### src/rtl/if_stage.sv
// Instruction-fetch stage: fetch PC, direct-mapped one-word-line I-cache,
// miss refill over a req/done memory handshake, registered bundle to decode.
module if_stage #(
  parameter int          ICACHE_IDX_W = 6,
  parameter logic [31:0] RESET_PC     = 32'h0
) (
  input  logic        clk,
  input  logic        rst,
  input  logic        rdy,
  input  logic        id_stall_i,
  input  logic        jump_i,
  input  logic [31:0] jump_addr_i,
  output logic        mem_req_o,
  output logic [31:0] mem_addr_o,
  input  logic        mem_done_i,
  input  logic [31:0] mem_data_i,
  output logic [31:0] pc_o,
  output logic [31:0] inst_o,
  output logic        valid_o,
  output logic        dbg_fetch_o
);

  localparam int LINES = 1 << ICACHE_IDX_W;
  localparam int TAG_W = 32 - ICACHE_IDX_W - 2;

  // Memory handshake: mem_req_o rises with mem_addr_o and both stay put
  // until the one-cycle mem_done_i pulse; there is no way to abort a request.
  typedef enum logic {S_IDLE = 1'b0, S_FETCH = 1'b1} state_t;

  state_t      r_state, w_state_nxt;
  logic [31:0] r_pc, w_pc_nxt;
  logic        r_mem_req, w_mem_req_nxt;
  logic [31:0] r_mem_addr, w_mem_addr_nxt;
  logic [31:0] r_pc_o, w_pc_o_nxt;
  logic [31:0] r_inst_o, w_inst_o_nxt;
  logic        r_valid, w_valid_nxt;

  logic [31:0]      r_data [LINES];
  logic [TAG_W-1:0] r_tag  [LINES];
  logic [LINES-1:0] r_line_valid;

  logic [ICACHE_IDX_W-1:0] w_idx, w_fill_idx;
  logic [TAG_W-1:0]        w_tag, w_fill_tag;
  logic                    w_hit, w_fill, w_hold;

  assign w_idx      = r_pc[ICACHE_IDX_W+1:2];
  assign w_tag      = r_pc[31:ICACHE_IDX_W+2];
  assign w_hit      = r_line_valid[w_idx] && (r_tag[w_idx] == w_tag);
  assign w_fill_idx = r_mem_addr[ICACHE_IDX_W+1:2];
  assign w_fill_tag = r_mem_addr[31:ICACHE_IDX_W+2];
  assign w_fill     = rdy && (r_state == S_FETCH) && mem_done_i;
  assign w_hold     = id_stall_i && r_valid;

  always_comb begin
    w_state_nxt    = r_state;
    w_pc_nxt       = r_pc;
    w_mem_req_nxt  = r_mem_req;
    w_mem_addr_nxt = r_mem_addr;
    w_pc_o_nxt     = r_pc_o;
    w_inst_o_nxt   = r_inst_o;
    w_valid_nxt    = r_valid;
    case (r_state)
      S_IDLE: begin
        if (jump_i) begin
          w_pc_nxt    = jump_addr_i;
          w_valid_nxt = 1'b0;
        end else if (w_hold) begin
          w_valid_nxt = r_valid;
        end else if (w_hit) begin
          w_pc_o_nxt   = r_pc;
          w_inst_o_nxt = r_data[w_idx];
          w_valid_nxt  = 1'b1;
          w_pc_nxt     = r_pc + 32'd4;
        end else begin
          w_valid_nxt    = 1'b0;
          w_mem_req_nxt  = 1'b1;
          w_mem_addr_nxt = r_pc;
          w_state_nxt    = S_FETCH;
        end
      end
      S_FETCH: begin
        if (!w_hold) w_valid_nxt = 1'b0;
        // A redirect retargets the PC now; the in-flight fill still lands.
        if (jump_i) w_pc_nxt = jump_addr_i;
        if (mem_done_i) begin
          w_mem_req_nxt = 1'b0;
          w_state_nxt   = S_IDLE;
        end
      end
      default: w_state_nxt = S_IDLE;
    endcase
  end

  always_ff @(posedge clk or negedge rst) begin
    if (!rst) begin
      r_state    <= S_IDLE;
      r_pc       <= RESET_PC;
      r_mem_req  <= 1'b0;
      r_mem_addr <= 32'h0;
      r_pc_o     <= 32'h0;
      r_inst_o   <= 32'h0;
      r_valid    <= 1'b0;
    end else if (rdy) begin
      r_state    <= w_state_nxt;
      r_pc       <= w_pc_nxt;
      r_mem_req  <= w_mem_req_nxt;
      r_mem_addr <= w_mem_addr_nxt;
      r_pc_o     <= w_pc_o_nxt;
      r_inst_o   <= w_inst_o_nxt;
      r_valid    <= w_valid_nxt;
    end
  end

  always_ff @(posedge clk or negedge rst) begin
    if (!rst) r_line_valid <= '0;
    else if (w_fill) r_line_valid[w_fill_idx] <= 1'b1;
  end

  // Data and tag storage need no reset: a line is only read once its valid bit is set.
  always_ff @(posedge clk) begin
    if (w_fill) begin
      r_data[w_fill_idx] <= mem_data_i;
      r_tag[w_fill_idx]  <= w_fill_tag;
    end
  end

  assign mem_req_o   = r_mem_req;
  assign mem_addr_o  = r_mem_addr;
  assign pc_o        = r_pc_o;
  assign inst_o      = r_inst_o;
  assign valid_o     = r_valid;
  assign dbg_fetch_o = (r_state == S_FETCH);

endmodule

### config.mk
export PLATFORM = sky130hd
export DESIGN_NAME = if_stage
export DESIGN_NICKNAME = d
export VERILOG_FILES = /design/src/rtl/if_stage.sv
export SDC_FILE = /design/constraint.sdc
export NUM_CORES = 2
export LEC_CHECK = 0
export CORE_ASPECT_RATIO = 1.75
export CORE_MARGIN = 4
export CORE_UTILIZATION = 40
export CTS_BUF_LIST = sky130_fd_sc_hd__clkbuf_4
export DETAILED_ROUTE_END_ITERATION = 12
export HOLD_SLACK_MARGIN = 0.02
export PLACE_DENSITY = 0.59
export RECOVER_POWER = 50
export SETUP_SLACK_MARGIN = 0.05
export SLEW_MARGIN = 10
export SYNTH_ARGS = -nofsm -noshare
export SYNTH_HDL_FRONTEND = slang
export SYNTH_SLANG_ARGS = --single-unit
### constraint.sdc
create_clock -name clk -period 5.6 [get_ports clk]
set_clock_uncertainty 0.1 [all_clocks]
set_input_delay 1.4 -clock clk [delete_from_list [all_inputs] [get_ports clk]]
set_output_delay 1.4 -clock clk [all_outputs]
set_load 0.03 [all_outputs]
Word level (Yosys, flattened, before mapping)
Memories as Yosys holds them, arrays and structs flattened. A register that Yosys moved wholly into a read port is not among the register bits.
Index checks and enable logic that the tools add are counted.
{"block": "totals", "reg_bits": 163, "n_memories": 2, "rom_bits": 0, "ram_bits": 3584, "out_inout_bits": 99, "word_cells": 64, "latch_bits": 0}
{"block": "op_classes", "n_div": 0, "add_sub_neg": 1, "n_eq_ne": 9, "bitwise": 5, "n_reduce_logical": 11, "shift": 0, "magnitude_cmp": 3, "mul": 0, "muxes": 26}
{"name": "r_data", "depth": 64, "word_bits": 32, "rd": 1, "rd_ports_with_merged_regs": 1, "wr": 1, "line": "38", "source": "logic [31:0] r_data [LINES];"}
{"name": "r_tag", "depth": 64, "word_bits": 24, "rd": 1, "rd_ports_with_merged_regs": 0, "wr": 1, "line": "39", "source": "logic [TAG_W-1:0] r_tag [LINES];"}
{"operator": "two-way mux 32 bit", "count": 4}
{"operator": "OR 64 bit", "count": 1}
{"operator": "one-hot mux 32 bit (2 select lines)", "count": 1}
{"operator": "adder 32 x 3 -> 32 bit (second input constant)", "count": 1}
{"operator": "equality test 24 bit", "count": 1}
{"operator": "two-way mux 1 bit", "count": 16}
{"operator": "AND reduction 5 bit", "count": 3}
{"operator": "less-than comparator 6 x 7 -> 1 bit (second input constant)", "count": 2}
{"operator": "inequality test 2 bit (second input constant)", "count": 6}
{"operator": "binary-select mux 1 bit (select 6 bit)", "count": 1}
{"operator": "demux 1 bit (select 6 bit)", "count": 1}
{"operator": "greater-or-equal comparator 6 x 1 -> 1 bit (second input constant)", "count": 1}
{"operator": "inequality test 3 bit (second input constant)", "count": 2}
{"operator": "one-hot mux 1 bit (2 select lines)", "count": 3}
{"operator": "logical AND 1 bit", "count": 5}
{"operator": "NOT 1 bit", "count": 4}
{"operator": "AND reduction 4 bit", "count": 1}
{"operator": "AND reduction 3 bit", "count": 1}
{"operator": "zero test 1 bit", "count": 1}

Longest topological paths before layout
{"block": "logic_depth", "word_depth": 7, "ltp_mapped": 19, "mapped_depth_nobuf": 11}

Worst setup path before layout
OpenSTA, ideal clock, no wires.
{"block": "synth_timing", "kind": "input to register", "start": "input mem_done_i", "end": "memory r_data[30][0] (enable)", "cell_stages": 4, "n_path_buf": 0, "t_required_ns": 5.029, "arrival_time_ns": 4.365, "path_slack_ns": 0.664, "setup_ns": 0.471, "path_cell_list": "nand3_1 -> nor2_1 -> nand3_1 -> nor2_1"}
{"block": "synth_via", "elab_chain_cells": 3}
{"element": "start, declared", "line": "15", "source": "input logic mem_done_i,"}
{"element": "logical AND 1 bit", "line": "51", "source": "assign w_fill = rdy && (r_state == S_FETCH) && mem_done_i;"}
{"element": "two-way mux 1 bit", "line": "121", "source": "if (w_fill) begin"}
{"element": "two-way mux 1 bit (not written as such)", "line": "122", "source": "r_data[w_fill_idx] <= mem_data_i;"}
{"element": "end, declared", "line": "38"}
No other way between the ends.

Worst setup path after layout
{"block": "layout_timing", "start": "input rdy", "end": "memory r_tag[4][12] (netlist name) (enable)"}
{"block": "layout_via", "elab_chain_cells": 4}
{"element": "start, declared", "line": "9", "source": "input logic rdy,"}
{"element": "logical AND 1 bit (2 in series)", "line": "51"}
{"element": "two-way mux 1 bit", "line": "121"}
{"element": "two-way mux 1 bit (not written as such)", "line": "123", "source": "r_tag[w_fill_idx] <= w_fill_tag;"}
{"element": "end, declared", "line": "39"}
No other way between the ends.

==> impl_metrics.env <==
export IMPL_cts_sinks=3779
export IMPL_grt_pass1_wl_mm=641
export IMPL_syn_nets=6472
export IMPL_switching_power_uw=19100
export IMPL_design_area_mm2=0.168
export IMPL_relSlewSlack_pct=-164
export IMPL_ys_flop_type="edfxtp_1"
export IMPL_hpwl_mm=277
export IMPL_drtPass1Iterations=8
export IMPL_seqCellArea_mm2=0.113
export IMPL_p_clk_share_pct=31.4
export IMPL_fin_crit_sh_pct=101
export IMPL_critPathMaxFanout=29
export IMPL_drv_cap=55
export IMPL_mostFrequentLayoutCell="edfxtp_1"
export IMPL_antenna_left=0
export IMPL_start_kind="primary input"
export IMPL_p_sw_share_pct=28.2
export IMPL_num_nets_final=7590
export IMPL_start_util_pct=40.2
export IMPL_std_cell_rows=292
export IMPL_synth_seq_cells=3779
export IMPL_syn2layout_area_growth_pct=15.5
export IMPL_clock_latency_ns=1.42
export IMPL_hold_path_class="reg -> reg"
export IMPL_syn_area_mm2=0.145
export IMPL_synth_async_sr_flop_share_pct=5.16
export IMPL_wl_mm=467
export IMPL_syn_avg_cell_area_um2=22.7
export IMPL_synth_edf_count=3584
export IMPL_final_cell_mix="edfxtp_1 (3584), clkbuf_4 (1192), mux4_2 (982)"
export IMPL_drc=0
export IMPL_cp_required_ns=6.40
export IMPL_clk_path_buf_depth=4
export IMPL_ir_drop_mv=0.226
export IMPL_yosysTopAreaCell="edfxtp_1"
export IMPL_floorplan_die_width_um=464
export IMPL_arrival_ns=6.44
export IMPL_rsz0062_at_grt="false"
export IMPL_tightest_slew_ns=3.96
export IMPL_pwr_share_seq_pct=50.4
export IMPL_p_total_uw=67600
export IMPL_vias=76900
export IMPL_fill_cells=30200
export IMPL_reg2reg_slack_ns=0.04
export IMPL_htreeDepth=6
export IMPL_setup_ws_ns=-0.0362
export IMPL_holdWs_ns=0.365
export IMPL_powerDensity_mw_per_mm2=403
export IMPL_netlist_area_leader_share_pct=74.1
export IMPL_synth_cells=6401
export IMPL_fin_cells=12900
export IMPL_placed_cell_area_mm2=0.157
export IMPL_die_area_mm2=0.373
export IMPL_clk_transition_reported_paths_ns=0.08
export IMPL_finalCriticalPeriod_ns=5.64
export IMPL_track_usage_pct=24.7
export IMPL_dp_cells=11400
export IMPL_avgRoutedWirePerCell_um=36.2
export IMPL_grt_max_degree=102
export IMPL_antenna_found_initial=27
export IMPL_cp_end_kind="flop"
export IMPL_yosysSeqAreaShare_pct=77.4
export IMPL_yosysWarnings=0
export IMPL_io_pin_count=169
export IMPL_overflow=0
export IMPL_p_int_uw=48500
export IMPL_core_area_mm2=0.362
export IMPL_p_leak_uw=0.0545
export IMPL_synth_area_top_cells="edfxtp_1 (74%), mux4_2 (15%), dfrtp_1 (3.4%)"
export IMPL_drv_slew=3286
export IMPL_cts_tree="built"
export IMPL_io_buffers=168
export IMPL_synth_cell_types=71
export IMPL_drtIter0Drc=8858
export IMPL_gp_congestion=0.862
export IMPL_pwr_share_comb_pct=18.2
export IMPL_finalHoldViolations=0
export IMPL_crit_type="in -> reg"
export IMPL_cts_root_buf="clkbuf_4"
export IMPL_setup_viol=5
export IMPL_numCtsBuffers=811
export IMPL_timing_fmax_mhz=177
export IMPL_grt_pass1_vias=79500
export IMPL_routed_via_density=5.96
export IMPL_drive_above_1_share_pct=36.6
export IMPL_multi_input_area_mm2=0.0315
export IMPL_status="finished with violations"
export IMPL_failed_checks="capacitance limit, slew limit, setup timing"
export IMPL_fp_dieH_um=805
[area by class of cell]
type / count / share of cell area (%)
Tap cell: 4704 / 3.51
Clock buffer: 1192 / 5.33
Multi-Input combinational cell: 2259 / 18.8
Inverter: 11 / 0.0351
Sequential cell: 3779 / 67.1
Timing Repair Buffer: 657 / 4.27
Clock inverter: 265 / 0.936
Antenna cell: 22 / 0.0328
[Yosys cell counts, types with 9 or more instances]
library cell / n
and2_1: 26
nor2b_1: 22
nor2_1: 119
and3_1: 13
nand2b_1: 11
a22oi_1: 65
o221ai_1: 9
a221oi_1: 22
a31oi_1: 40
nand2_1: 184
o22ai_1: 44
buf_1: 21
nor3_1: 25
xnor2_1: 16
mux2i_1: 179
inv_1: 10
clkbuf_1: 166
edfxtp_1: 3584
buf_2: 126
mux2_4: 50
nand3b_1: 10
or2_2: 69
nand4_1: 11
a21oi_1: 72
a211oi_1: 27
nand3_1: 42
mux4_2: 982
o21ai_0: 49
mux2_2: 59
buf_6: 14
buf_4: 25
a32oi_1: 11
a22o_1: 11
dfrtp_1: 195
[state kept, by name, summed over array words and instances (netlist names)]
register / count
r_data: 2048
r_tag: 1536
r_line_valid: 64
inst_o: 32
mem_addr_o: 32
pc_o: 32
r_pc: 32
dbg_fetch_o: 1
mem_req_o: 1
valid_o: 1
[stage by stage]
step                util [%]  setup TNS, ns  worst slack, ns
floorplan                  -              0            0.664
global placement        43.5         -67.86           -0.776
detailed placement      43.5          -2.63           -0.114
CTS                     46.4              0           0.0966
global route            46.4              0           0.0525
finish                  46.4        -0.0912          -0.0362
[power groups by stage]
stage / clock (uW) / combinational, uW / sequential, uW
2_1_floorplan: 0 / 6530 / 34700
3_3_place_gp: 0 / 12200 / 34500
4_1_cts: 21700 / 12500 / 33900
5_1_grt: 23200 / 12900 / 34100
3_5_place_dp: 0 / 12400 / 34600
6_report: 21200 / 12300 / 34000
[critical path, cell delays in order]
cell and delay (ns):
clkdlybuf4s50_1 0.59, nand3_1 0.18, nor2_1 0.59, nand2_1 0.13, clkbuf_1 0.38, nor2_1 0.26
clkbuf_1 2.76
[metal layers]
metal / wire (um) / global-route usage, % / vias up / share of wire, %
met2: 242000 / 43.4 / 4454 / 52
met3: 35600 / 4.24 / 1165 / 7.6
met1: 161000 / 29.0 / 41300 / 35
met4: 28000 / 13.1 / 12 / 6.0
li1: - / - / 29900 / -
met5: 80 / 0 / - / 0.017
[repair_timing]
item / in CTS / in global routing
buffers inserted: 3 / 1
pin swaps: 1 / 1
hold buffers: 1 / 0
gates resized for setup: 2 / 1
endpoints found under the hold margin: 65 / 0
setup endpoints to repair: 91 / 23
[kinds of logic after synthesis]
logic type	synth area share, %
compound gates	1.89
xor+xnor	0.139
fa+ha+maj	0.00861
buf+inv	1.18
flops	77.4
mux	17.5
simple gates	1.86
[path summary, 6_finish.rpt]
kind	from	to	depth (start not counted)
worst min register to register	r_line_valid[15]	r_line_valid[15]	1
min in group asynchronous	rst	mem_addr_o[13]	2
worst max-delay path	rdy	r_tag[4][12]	7
max in group asynchronous	rst	r_line_valid[31]	3
worst max register to register	dbg_fetch_o	r_tag[4][12]	6
worst min-delay path	r_line_valid[15]	r_line_valid[15]	1
(Power assumes the default switching activity.)
